`config.mk`:
```
export PLATFORM = sky130hd
export DESIGN_NAME = aurora_hls_nfc_ctrl
export DESIGN_NICKNAME = d
export VERILOG_FILES = /design/src/rtl/aurora_hls_nfc_pkg.sv /design/src/rtl/aurora_hls_nfc_latency.sv /design/src/rtl/aurora_hls_nfc_ctrl.sv
export SDC_FILE = /design/constraint.sdc
export NUM_CORES = 1
export LEC_CHECK = 0
export ABC_AREA = 1
export BUFFER_PORTS_ARGS = -buffer_cell sky130_fd_sc_hd__buf_4
export CAP_MARGIN = 20
export CORE_MARGIN = 4
export CORE_UTILIZATION = 62
export DETAILED_ROUTE_END_ITERATION = 8
export PLACE_DENSITY = 0.84
export SLEW_MARGIN = 10
export SYNTH_ARGS = -nofsm -noshare
export SYNTH_HDL_FRONTEND = slang
export SYNTH_SLANG_ARGS = --single-unit
export TNS_END_PERCENT = 5
```
`constraint.sdc`:
```
create_clock -name clk -period 6.3 [get_ports clk]
set_input_delay 1.26 -clock clk [delete_from_list [all_inputs] [get_ports clk]]
set_output_delay 1.26 -clock clk [all_outputs]
set_load 0.1 [all_outputs]
```
`src/rtl/aurora_hls_nfc_pkg.sv`:
```
// Shared types and helpers for the Aurora native-flow-control generator.
package aurora_hls_nfc_pkg;

  typedef enum logic [1:0] {
    FLOWING   = 2'd0,
    SEND_XOFF = 2'd1,
    PAUSED    = 2'd2,
    SEND_XON  = 2'd3
  } nfc_state_e;

  localparam int NFC_MAX_WIDTH = 64;

  // XOFF is all ones across the NFC word; callers truncate to their width.
  function automatic logic [NFC_MAX_WIDTH-1:0] xoff_code(input int width);
    logic [NFC_MAX_WIDTH-1:0] ones;
    ones = '1;
    return ones >> (NFC_MAX_WIDTH - width);
  endfunction

  // XON is all zeros regardless of width.
  function automatic logic [NFC_MAX_WIDTH-1:0] xon_code(input int width);
    logic [NFC_MAX_WIDTH-1:0] zeros;
    zeros = '0;
    return zeros & {NFC_MAX_WIDTH{width >= 0}};
  endfunction

endpackage

```
`src/rtl/aurora_hls_nfc_latency.sv`:
```
// Stop-latency measurement: counts rx_tvalid beats that still arrive after
// XOFF was accepted, until the first idle cycle or until XON is accepted.
module aurora_hls_nfc_latency #(
  parameter int COUNTER_WIDTH = 32
) (
  input  logic                     clk,
  input  logic                     rst,
  input  logic                     open_i,
  input  logic                     close_i,
  input  logic                     rx_tvalid,
  output logic [COUNTER_WIDTH-1:0] latency_count,
  output logic [COUNTER_WIDTH-1:0] latency_max
);

  logic                     active_q, active_d;
  logic [COUNTER_WIDTH-1:0] cnt_q, cnt_d;
  logic [COUNTER_WIDTH-1:0] lat_q, lat_d;
  logic [COUNTER_WIDTH-1:0] max_q, max_d;
  logic [COUNTER_WIDTH-1:0] cnt_inc;
  logic [COUNTER_WIDTH-1:0] cnt_final;

  // Window bookkeeping: saturating beat count, capture and max on close.
  always_comb begin
    active_d  = active_q;
    cnt_d     = cnt_q;
    lat_d     = lat_q;
    max_d     = max_q;
    cnt_inc   = (cnt_q == '1) ? cnt_q : cnt_q + COUNTER_WIDTH'(1);
    cnt_final = rx_tvalid ? cnt_inc : cnt_q;
    if (active_q) begin
      if (!rx_tvalid || close_i) begin
        active_d = 1'b0;
        lat_d    = cnt_final;
        if (cnt_final > max_q) max_d = cnt_final;
      end else begin
        cnt_d = cnt_inc;
      end
    end
    if (open_i) begin
      active_d = 1'b1;
      cnt_d    = '0;
    end
  end

  // Window state registers with synchronous reset.
  always_ff @(posedge clk) begin
    if (rst) begin
      active_q <= 1'b0;
      cnt_q    <= '0;
      lat_q    <= '0;
      max_q    <= '0;
    end else begin
      active_q <= active_d;
      cnt_q    <= cnt_d;
      lat_q    <= lat_d;
      max_q    <= max_d;
    end
  end

  assign latency_count = lat_q;
  assign latency_max   = max_q;

endmodule

```
`src/rtl/aurora_hls_nfc_ctrl.sv`:
```
// Hysteresis-based NFC generator: XOFF when the RX FIFO fills, periodic XOFF
// re-send while paused, XON when it drains, plus host statistics.
module aurora_hls_nfc_ctrl #(
  parameter int LEVEL_WIDTH         = 10,
  parameter int XOFF_THRESHOLD      = 384,
  parameter int XON_THRESHOLD       = 128,
  parameter int NFC_WIDTH           = 16,
  parameter int RETRANSMIT_INTERVAL = 256,
  parameter int COUNTER_WIDTH       = 32
) (
  input  logic                     clk,
  input  logic                     rst,
  input  logic                     enable,
  input  logic [LEVEL_WIDTH-1:0]   fifo_rx_level,
  input  logic                     rx_tvalid,
  input  logic                     s_axi_nfc_tready,
  output logic                     s_axi_nfc_tvalid,
  output logic [NFC_WIDTH-1:0]     s_axi_nfc_tdata,
  output logic                     paused,
  output logic [COUNTER_WIDTH-1:0] full_trigger_count,
  output logic [COUNTER_WIDTH-1:0] empty_trigger_count,
  output logic [COUNTER_WIDTH-1:0] retransmit_count,
  output logic [COUNTER_WIDTH-1:0] latency_count,
  output logic [COUNTER_WIDTH-1:0] latency_max
);

  import aurora_hls_nfc_pkg::*;

  localparam int TIMER_W = (RETRANSMIT_INTERVAL > 1) ? $clog2(RETRANSMIT_INTERVAL) : 1;
  localparam logic [TIMER_W-1:0] RETX_LAST =
    TIMER_W'((RETRANSMIT_INTERVAL > 0) ? RETRANSMIT_INTERVAL - 1 : 0);
  localparam bit RETX_EN = (RETRANSMIT_INTERVAL != 0);
  localparam logic [LEVEL_WIDTH-1:0] XOFF_LVL = LEVEL_WIDTH'(XOFF_THRESHOLD);
  localparam logic [LEVEL_WIDTH-1:0] XON_LVL  = LEVEL_WIDTH'(XON_THRESHOLD);
  localparam logic [NFC_WIDTH-1:0] XOFF_CODE = NFC_WIDTH'(xoff_code(NFC_WIDTH));
  localparam logic [NFC_WIDTH-1:0] XON_CODE  = NFC_WIDTH'(xon_code(NFC_WIDTH));

  nfc_state_e               state_q, state_d;
  logic                     tvalid_q, tvalid_d;
  logic [NFC_WIDTH-1:0]     tdata_q, tdata_d;
  logic                     retx_q, retx_d;
  logic [TIMER_W-1:0]       timer_q, timer_d;
  logic [COUNTER_WIDTH-1:0] full_q, full_d;
  logic [COUNTER_WIDTH-1:0] empty_q, empty_d;
  logic [COUNTER_WIDTH-1:0] retx_cnt_q, retx_cnt_d;
  logic                     handshake;
  logic                     lat_open;
  logic                     lat_close;

  assign handshake = tvalid_q && s_axi_nfc_tready;

  // Next-state, retransmit timer, statistics and registered message outputs.
  always_comb begin
    state_d    = state_q;
    retx_d     = retx_q;
    timer_d    = timer_q;
    full_d     = full_q;
    empty_d    = empty_q;
    retx_cnt_d = retx_cnt_q;
    lat_open   = 1'b0;
    lat_close  = 1'b0;
    unique case (state_q)
      FLOWING: begin
        if (enable && fifo_rx_level >= XOFF_LVL) begin
          state_d = SEND_XOFF;
          retx_d  = 1'b0;
        end
      end
      SEND_XOFF: begin
        if (handshake) begin
          state_d = PAUSED;
          timer_d = '0;
          if (retx_q) begin
            retx_cnt_d = retx_cnt_q + COUNTER_WIDTH'(1);
          end else begin
            full_d   = full_q + COUNTER_WIDTH'(1);
            lat_open = 1'b1;
          end
        end
      end
      PAUSED: begin
        timer_d = timer_q + TIMER_W'(1);
        if (fifo_rx_level <= XON_LVL || !enable) begin
          state_d = SEND_XON;
        end else if (RETX_EN && timer_q == RETX_LAST) begin
          state_d = SEND_XOFF;
          retx_d  = 1'b1;
        end
      end
      SEND_XON: begin
        if (handshake) begin
          state_d   = FLOWING;
          empty_d   = empty_q + COUNTER_WIDTH'(1);
          lat_close = 1'b1;
        end
      end
      default: state_d = FLOWING;
    endcase
    tvalid_d = (state_d == SEND_XOFF) || (state_d == SEND_XON);
    tdata_d  = tdata_q;
    if (state_d == SEND_XOFF) tdata_d = XOFF_CODE;
    else if (state_d == SEND_XON) tdata_d = XON_CODE;
  end

  // State and statistics registers with synchronous reset.
  always_ff @(posedge clk) begin
    if (rst) begin
      state_q    <= FLOWING;
      tvalid_q   <= 1'b0;
      tdata_q    <= '0;
      retx_q     <= 1'b0;
      timer_q    <= '0;
      full_q     <= '0;
      empty_q    <= '0;
      retx_cnt_q <= '0;
    end else begin
      state_q    <= state_d;
      tvalid_q   <= tvalid_d;
      tdata_q    <= tdata_d;
      retx_q     <= retx_d;
      timer_q    <= timer_d;
      full_q     <= full_d;
      empty_q    <= empty_d;
      retx_cnt_q <= retx_cnt_d;
    end
  end

  aurora_hls_nfc_latency #(
    .COUNTER_WIDTH(COUNTER_WIDTH)
  ) u_latency (
    .clk          (clk),
    .rst          (rst),
    .open_i       (lat_open),
    .close_i      (lat_close),
    .rx_tvalid    (rx_tvalid),
    .latency_count(latency_count),
    .latency_max  (latency_max)
  );

  assign s_axi_nfc_tvalid    = tvalid_q;
  assign s_axi_nfc_tdata     = tdata_q;
  assign paused              = (state_q == PAUSED) || (state_q == SEND_XON);
  assign full_trigger_count  = full_q;
  assign empty_trigger_count = empty_q;
  assign retransmit_count    = retx_cnt_q;

endmodule

```
## After elaboration in Yosys (flattened, before gate mapping)

Cells that the tools add are included.

| operators by class | value |
|---|---|
| add/subtract/negate cells | 5 |
| $lt $le $gt $ge | 3 |
| equal/unequal tests | 11 |
| multiplexer cells | 24 |
| bitwise gates (word level) | 2 |
| reduce and logical (&&, ||, !) cells | 21 |

Operator list:

| operator | count |
|---|---|
| $add 32x1->32 const B | 4 |
| $mux 32 | 2 |
| $eq 32x32->1 const B | 1 |
| $gt 32x32->1 | 1 |
| $mux 16 | 2 |
| $pmux 8 s2 | 1 |
| $mux 1 | 11 |
| $ge 10x9->1 const B | 1 |
| $le 10x8->1 const B | 1 |
| $mux 2 | 5 |
| $reduce_and 3->1 | 3 |
| $add 8x1->8 const B | 1 |
| $eq 8x8->1 const B | 1 |
| $mux 8 | 1 |
| $ne 2x2->1 const B | 4 |
| $pmux 2 s4 | 1 |
| $reduce_and 2->1 | 4 |
| $eq 2x2->1 const B | 3 |
| $reduce_bool 2->1 | 3 |
| $eq 2x1->1 const B | 2 |
| $logic_or 1x1->1 | 4 |
| $reduce_and 4->1 | 1 |
| $logic_and 1x1->1 | 2 |
| $logic_not 1->1 | 2 |
| other kinds (4) | 5 |

| storage, ports and cells | value |
|---|---|
| register bits after elaboration | 221 |
| bits of input ports | 15 |
| output and inout port bits | 178 |
| logic and storage cells | 78 |

## Longest topological paths before layout

Gate-level depths: netlist of run 1.

| logic depth | value |
|---|---|
| depth in word-level cells | 7 |
| gate-level depth with buffers | 27 |
| mapped depth without buffers | 26 |

## Modules after synthesis

Synthesis of run 1 repeated with hierarchy kept, for this count alone.

| unflattened totals | value |
|---|---|
| cells, all modules | 1938 |
| area, all modules | 12259.3 um^2 |

By module, submodules not included:

| module | times used | cells each | area an instance (um^2) | sequential area each (um^2) |
|---|---|---|---|---|
| aurora_hls_nfc_ctrl | 1 | 982 | 6183.4 | 2162.1 |
| aurora_hls_nfc_latency | 1 | 956 | 6075.8 | 1941.9 |

## Least setup slack after synthesis of run 1

OpenSTA, ideal clock, no wires.

| timing | value |
|---|---|
| path type | input to register |
| start point | input port rx_tvalid |
| end point | register u_latency.max_q[10], in the netlist u_latency.latency_max[10] |
| setup time | 113 ps |
| arrival time | 3403 ps |
| required time | 6187 ps |
| setup slack | 2785 ps |
| stages on the path | 16 |
| path buffers | 3 |
| path through | clkbuf_1 -> clkbuf_1 -> nand4_1 -> nand2_1 -> inv_1 -> ha_1 -> nand2_1 -> nor2_1 -> nand2_1 -> nor3b_2 -> nand2_1 -> nand2_2 -> nand2_1 -> buf_2 -> nor2_1 -> nor2_1 |

| between the ends | value |
|---|---|
| cells in the longest elaborated chain, start to end | 3 |
| elaborated cells on any way between the ends | 5 |
| classes of those cells | 1 x order compare; 1 x mux; 3 x reduce/logical |

Ends and longest elaborated chain:

| element | RTL line | text |
|---|---|---|
| start: declaration | aurora_hls_nfc_ctrl.sv:15 | `input logic rx_tvalid,` |
| $mux 32 | aurora_hls_nfc_latency.sv:29 | `cnt_final = rx_tvalid ? cnt_inc : cnt_q;` |
| via u_latency.cnt_final[31] | aurora_hls_nfc_latency.sv:20 | `logic [COUNTER_WIDTH-1:0] cnt_final;` |
| $gt 32x32->1 | aurora_hls_nfc_latency.sv:34 | `if (cnt_final > max_q) max_d = cnt_final;` |
| $reduce_and 3->1 (no line) | -- |  |
| end signal: assignment | aurora_hls_nfc_latency.sv:56 | `max_q <= max_d;` |
| end: declaration | aurora_hls_nfc_latency.sv:18 | `logic [COUNTER_WIDTH-1:0] max_q, max_d;` |

The timed path passes the listed nets, and every way through them passes these cells.
A chain may end at the register's enable or synchronous reset.

## Worst setup path after layout of run 1

| timing | value |
|---|---|
| start point | input port rx_tvalid |
| end point | register u_latency.max_q[17], in the netlist u_latency.latency_max[17] |

Same word-level chain as after synthesis.

==> metrics.txt, run 1 <==
Final Cell Area=14,000 um2; Worst Hold Path Cells=2; main combinational cell family by area after synthesis=simple AND/OR/NAND/NOR gates; CTS tree=built; Worst Tran Pin Value=0.919 ns; IO Pins=193; H-Tree Depth=1; CP cell instances=buf_4, clkinv_1, o21ai_0, inv_1, ha_1, nand2_1, nor2_1, nand2_1, nor2_1, a21oi_4, nand2_1, nor2_1, nor2_1; min Tclk post-route=4.60 ns; slowest CP cell=clkinv_1; flops & latches, synth=205; Filler cells=1,548; Max VDD drop=0.222 mV; DP Cell Count=2,165; total gr overflow=0; Post-DP Area=13,200 um2; core area=18,800 um2; Max Slew Vio Count=0; Die Ht=147 um; Post-Synth XOR/XNOR Area=0.0324; Die X=147 um; row count=50; final net count=2,009; Syn. warnings=0; layout cells sized above 1=0.142; status=finished clean; mux contribution to synthesized area=0; DR vias/cell=5.59; FF/Latch Area=4100 um2; crit-path max FO=39; Post-synth ARST share=0; DRT Pass-1 Iters=6; initial antenna violation count=0; clk buf depth=3; Routed Antenna Nets=0; DR vias=12,317; FF-to-FF path depth=18; Final Setup Violations=0; crit path DAT=5.00 ns; Inserted Diodes=0; number of global-route vias before repair=11,399; clock sinks=205; clk_skew=0.0150 ns; Starting Density=0.634; CP Capture Type=flip-flop; startpoint types=input port; Fin Hold WS=0.492 ns; drt drc=0; Unique masters post-synth=49; Layout Cells excl Fill=2,205; kind of cell adding the most delay to the critical path=buffers and inverters; Buf+Inv Stages, Crit Path=3; post-synthesis compound-gate area fraction=0.128; hpwl dp=24.8 mm; CTS root buf=clkbuf_16; pin count of the biggest net entering global routing=75; routability cong.=0.954; crit path kind=in2reg; peak per-stage delay on the critical path=0.80 ns; f_max=217 MHz; Synth Area in Adders=0.0389; Clk Latency, worst-skew pair=0.51 ns; setup bufs post-CTS=0; slew margin rel.=0.386; first-pass GRT wire length=55.2 mm; Total Routed Length=33.8 mm; Post-Syn Area=11,900 um2; Syn-to-layout area delta=17.5%; unrepaired setup endpoints after global routing=no; syn_area_per_cell=6.56 um2; Tot GR Track Use=0.303; Post-synth EDFFs=0; die area=21,500 um2; Worst Path Required=6.70 ns; Hold Vio Cnt, Final=0; post_cts resized=0; prevailing post-synth register cell=dfxtp_1; CTS clk-pin slew, worst paths=0.06 ns; P_leak=6.25 nW; max-capacitance violation count=0; cell taking the most area after synthesis=dfxtp_1; post-DR wirelength/cell=15.3 um; Seq/Total Area, Yosys=0.345; CP dominant cell by count=nor2_1; CTS Buf Count=23; Crit. path cell count=13; Syn Inst Count=1,812; top cells by area, synth=dfxtp_1 35%, nand2_1 14%, nor2_1 7.9%; Pwr Density=246 nW/um2; CTS Hold Buffers Added=0; TNS Setup=0 ns; syn nets=1,864; Port Buffers=192; DRT iter0 DRCs=925; worst hold path class=reg2reg; Simple-Gate Fraction of Synth Area=0.341; area of the multi-input gates=6430 um2; crit share post-route=0.730; area share of the largest cell type after synthesis=0.345
cells in the final DEF (no fill, tap or decap), types with 3 or more instances in the layout:
master and n:
nor3_2 4, o21ai_2 7, nor4_1 5, xor2_1 32
ha_1 37, a21oi_1 122, a41oi_1 7, nor2_4 9
inv_1 237, nand2_2 4, nand3b_1 3, nand3_2 4
clkbuf_1 7, nor2_2 5, nor3_1 40, nand4_1 46
o21ai_0 90, o211ai_1 25, buf_4 198, nand3_1 115
clkbuf_8 6, clkbuf_16 23, dfxtp_1 205, inv_2 5
xnor2_1 12, or2_2 3, o21a_1 7, nand2_1 428
nor3b_1 3, clkinv_1 3, o21ai_1 4, nor2_1 250
worst min-delay path, delay by kind of cell (launching register included):
family / cells / cell delay [ns]
flip-flops: 1 / 0.33
AND/OR/NAND/NOR: 1 / 0.07
AO/OA/AOI/OAI: 1 / 0.05
final cells by class:
cell class | count | area share
repair buffers | 199 | 0.108
clock inverters | 3 | 0.00313
clock buffers | 36 | 0.0490
inverters | 245 | 0.0658
multi-input cells | 1283 | 0.460
well taps | 234 | 0.0209
flip-flops and latches | 205 | 0.294
per-layer routing:
layer | track usage | vias up | wire length (um)
met3 | 0.0487 | 77 | 3180
met4 | 0.111 | 0 | 1160
met1 | 0.408 | 5592 | 14400
met5 | 0 | - | 0
met2 | 0.492 | 512 | 15100
li1 | - | 6136 | -
power breakdown:
group,switching [W],total [W],internal (W)
registers,0.0000439,0.00138,0.00133
clock network,0.000534,0.00132,0.000782
logic,0.000594,0.000752,0.000159
total,0.00117,0.00344,0.00227
cell usage after synthesis (3+ instances only):
library cell / count
o21ai_0: 90
buf_6: 6
inv_1: 238
nor4_1: 5
nand2_2: 4
inv_2: 4
buf_4: 16
xor2_1: 32
dfxtp_1: 205
nand4_1: 46
buf_2: 24
a21oi_1: 122
ha_1: 37
clkbuf_1: 30
nor3_2: 4
a41oi_1: 7
xnor2_1: 12
nand3_2: 4
nor3b_1: 3
o21a_1: 7
nand3b_1: 3
o21ai_1: 4
or2_2: 3
o211ai_1: 25
clkinv_1: 3
nor3_1: 40
nand2_1: 428
nor2_4: 9
nand3_1: 115
nor2_1: 250
nor2_2: 5
o21ai_2: 7
cell families after synthesis:
family	after synthesis
simple gates	931
compound gates	271
flops	205
buf+inv	324
fa+ha+maj	37
xor+xnor	44
state kept, by name (all words and copies together), names as in the netlist:
| signal | flops |
|---|---|
| empty_trigger_count | 32 |
| full_trigger_count | 32 |
| retransmit_count | 32 |
| retx_q | 1 |
| s_axi_nfc_tdata | 1 |
| state_q | 2 |
| timer_q | 8 |
| u_latency.active_q | 1 |
| u_latency.cnt_q | 32 |
| u_latency.latency_count | 32 |
| u_latency.latency_max | 32 |
final timing paths:
kind                                          from                         to  slack, ns
worst max-delay path                     rx_tvalid  u_latency.latency_max[17]       1.70
worst min-delay path                        retx_q                     retx_q       0.49
worst max register to register  u_latency.cnt_q[0]  u_latency.latency_max[17]       1.99
worst min register to register              retx_q                     retx_q       0.49
stage by stage:
step | setup slack [ns] | util | total power [W]
2_1_floorplan | 2.78 | - | 0.00203
3_3_place_gp | 1.42 | 0.705 | 0.00214
3_5_place_dp | 1.28 | 0.705 | 0.00215
4_1_cts | 1.76 | 0.744 | 0.00345
5_1_grt | 1.24 | 0.745 | 0.00357
6_report | 1.70 | 0.745 | 0.00344
(Power assumes the default switching activity.)
==> run 2, diff against run 1 <==
--- a/config.mk
+++ b/config.mk
@@ -9,9 +9,9 @@
 export BUFFER_PORTS_ARGS = -buffer_cell sky130_fd_sc_hd__buf_4
 export CAP_MARGIN = 20
 export CORE_MARGIN = 4
-export CORE_UTILIZATION = 62
+export CORE_UTILIZATION = 52
 export DETAILED_ROUTE_END_ITERATION = 8
-export PLACE_DENSITY = 0.84
+export PLACE_DENSITY = 0.75
 export SLEW_MARGIN = 10
 export SYNTH_ARGS = -nofsm -noshare
 export SYNTH_HDL_FRONTEND = slang
==> constraint.sdc (replaced) <==
create_clock -name clk -period 4.1 [get_ports clk]
set_input_delay 0.82 -clock clk [delete_from_list [all_inputs] [get_ports clk]]
set_output_delay 0.82 -clock clk [all_outputs]
set_load 0.1 [all_outputs]
==> run 2 against run 1 <==
Sequential power grew 53%. Combinational power grew 57%. Global-route usage shrank 4.0 points. Clock skew shrank 0.0019 ns. Non-clock buffer count grew 11. Routed wire length grew 2.8%. Utilization shrank 11 points. First-iteration DRC count shrank 6.5%. Final cell count grew 3.0%. Clock power grew 84%. Critical endpoint is now u_latency.latency_max[7]. Largest power group is now the clock network.
==> metrics.txt, run 2 (synthesized netlist as in run 1, its figures left out) <==
status=finished clean; commonest non-fill, non-tap cell in the layout=nand2_1; clk_skew=0.0131 ns; H-Tree Depth=1; f_max=270 MHz; worst slack, placed=0.166 ns; Die Ht=159 um; M1 wire length=15.8 mm; DR vias/cell=5.34; met3 WL post-DR=2.44 mm; die area=25,400 um2; Routed Antenna Nets=0; CP Capture Type=flip-flop; Worst Path Required=4.53 ns; P_leak=6.38 nW; Final Setup Violations=0; DR vias=12,135; drt drc=0; DRT iter0 DRCs=865; post-DR wirelength/cell=15.3 um; Total Routed Length=34.7 mm; Tot GR Track Use=0.263; clock sinks=205; Tot Pwr=0.00572 W; Worst Tran Pin Value=0.687 ns; crit path DAT=4.13 ns; Filler cells=2,048; slew margin rel.=0.539; Worst Hold Path Cells=2; min Tclk post-route=3.70 ns; crit path kind=reg2reg; routability cong.=1.04; Port Buffers=192; max layer used=met4; TNS Setup=0 ns; Max VDD drop=0.304 mV; crit-path max FO=52; r2r startpoint=u_latency.cnt_q[0]; CTS tree=built; setup bufs post-CTS=0; first-pass GRT wire length=57.0 mm; Hold Vio Cnt, Final=0; max-capacitance violation count=0; CTS clk-pin slew, worst paths=0.06 ns; row count=55; DRT Pass-1 Iters=5; min-delay src=timer_q[3]; IO Pins=193; Clk Latency, worst-skew pair=0.52 ns; worst hold path class=reg2reg; Syn-to-layout area delta=20.5%; most frequent cells in the layout=427 x nand2_1, 248 x nor2_1, 237 x inv_1, 207 x buf_4, 205 x dfxtp_1; Inserted Diodes=0; CTS root buf=clkbuf_16; layout cells sized above 1=0.153; total gr overflow=0; Worst Slack Setup Final=0.401 ns; hpwl dp=25.2 mm; post_cts resized=0; Die X=159 um; crit share post-route=0.902; pin count of the biggest net entering global routing=102; setup slack, reg-to-reg=0.40 ns; startpoint types=flip-flop; Max Slew Vio Count=0; worst min-delay path endpoint=timer_q[3]; core area=22,600 um2; unrepaired setup endpoints after global routing=yes; final net count=2,021; metal2 WL=15.6 mm; CTS Hold Buffers Added=0; clk buf depth=3; CTS Buf Count=24; initial antenna violation count=0; Starting Density=0.527; FF-to-FF path depth=19; Pwr Density=399 nW/um2; r2r endpoint=u_latency.latency_max[7]; number of global-route vias before repair=11,192
[run 2: cell count changes in the layout (fill, tap and decap cells not counted), moves of 4 or more]
| cell | delta |
|---|---|
| bufinv_16 | +5 |
| clkbuf_1 | -6 |
| clkinv_2 | +4 |
| buf_4 | +9 |
[run 2: routing by layer]
metal / vias to the layer above / track usage
li1: 6154 / -
met1: 5507 / 0.358
met2: 415 / 0.429
met3: 59 / 0.0494
met4: 0 / 0.0706
met5: - / 0
[run 2: cell type report]
class	instances	area, um2	share of cell area
well taps	285	357	0.0249
clock inverters	13	220	0.0154
inverters	245	920	0.0642
flip-flops and latches	205	4100	0.286
clock buffers	30	684	0.0477
repair buffers	210	1610	0.112
multi-input cells	1283	6440	0.450
[run 2: how the worst max path moves through the flow]
stage,startpoint,endpoint,slack (ns)
2_1_floorplan,rx_tvalid,u_latency.latency_max[10],1.02
3_3_place_gp,u_latency.cnt_q[18],u_latency.latency_max[7],0.31
3_5_place_dp,u_latency.cnt_q[0],u_latency.latency_max[12],0.17
4_1_cts,u_latency.cnt_q[0],u_latency.latency_max[1],0.13
5_1_grt,u_latency.cnt_q[0],u_latency.latency_max[24],-0.02
6_report,u_latency.cnt_q[0],u_latency.latency_max[7],0.40
[run 2: per-stage QoR]
stage | util | cell area [um2] | instances | hold slack (ns)
floorplan | - | 11900 | 1812 | 0.454
global placement | 0.594 | 13400 | 2228 | 0.467
detailed placement | 0.594 | 13400 | 2228 | 0.484
CTS | 0.634 | 14300 | 2271 | 0.493
global route | 0.635 | 14300 | 2271 | 0.502
finish | 0.635 | 14300 | 2271 | 0.485
[run 2: critical path, cell delays in order (launching register included)]
cell and delay [ns]:
dfxtp_1 0.42, ha_1 0.22, inv_2 0.06, nor2_4 0.16, nand2_2 0.11, nor2_4 0.21, nand2_8 0.21, buf_4 0.23
o21ai_0 0.11, nand2_1 0.07, o21ai_0 0.16, ha_1 0.31, nand2_1 0.10, nor2_1 0.08, nand4_1 0.18, nor2_2 0.08
a21oi_4 0.19, buf_6 0.36, a21oi_1 0.12, nor2_1 0.18
[run 2: report_power, final]
group | internal, W | switching (W) | total (W)
Sequential | 0.00205 | 0.0000644 | 0.00211
Clock | 0.00156 | 0.000874 | 0.00243
Combinational | 0.000255 | 0.000927 | 0.00118
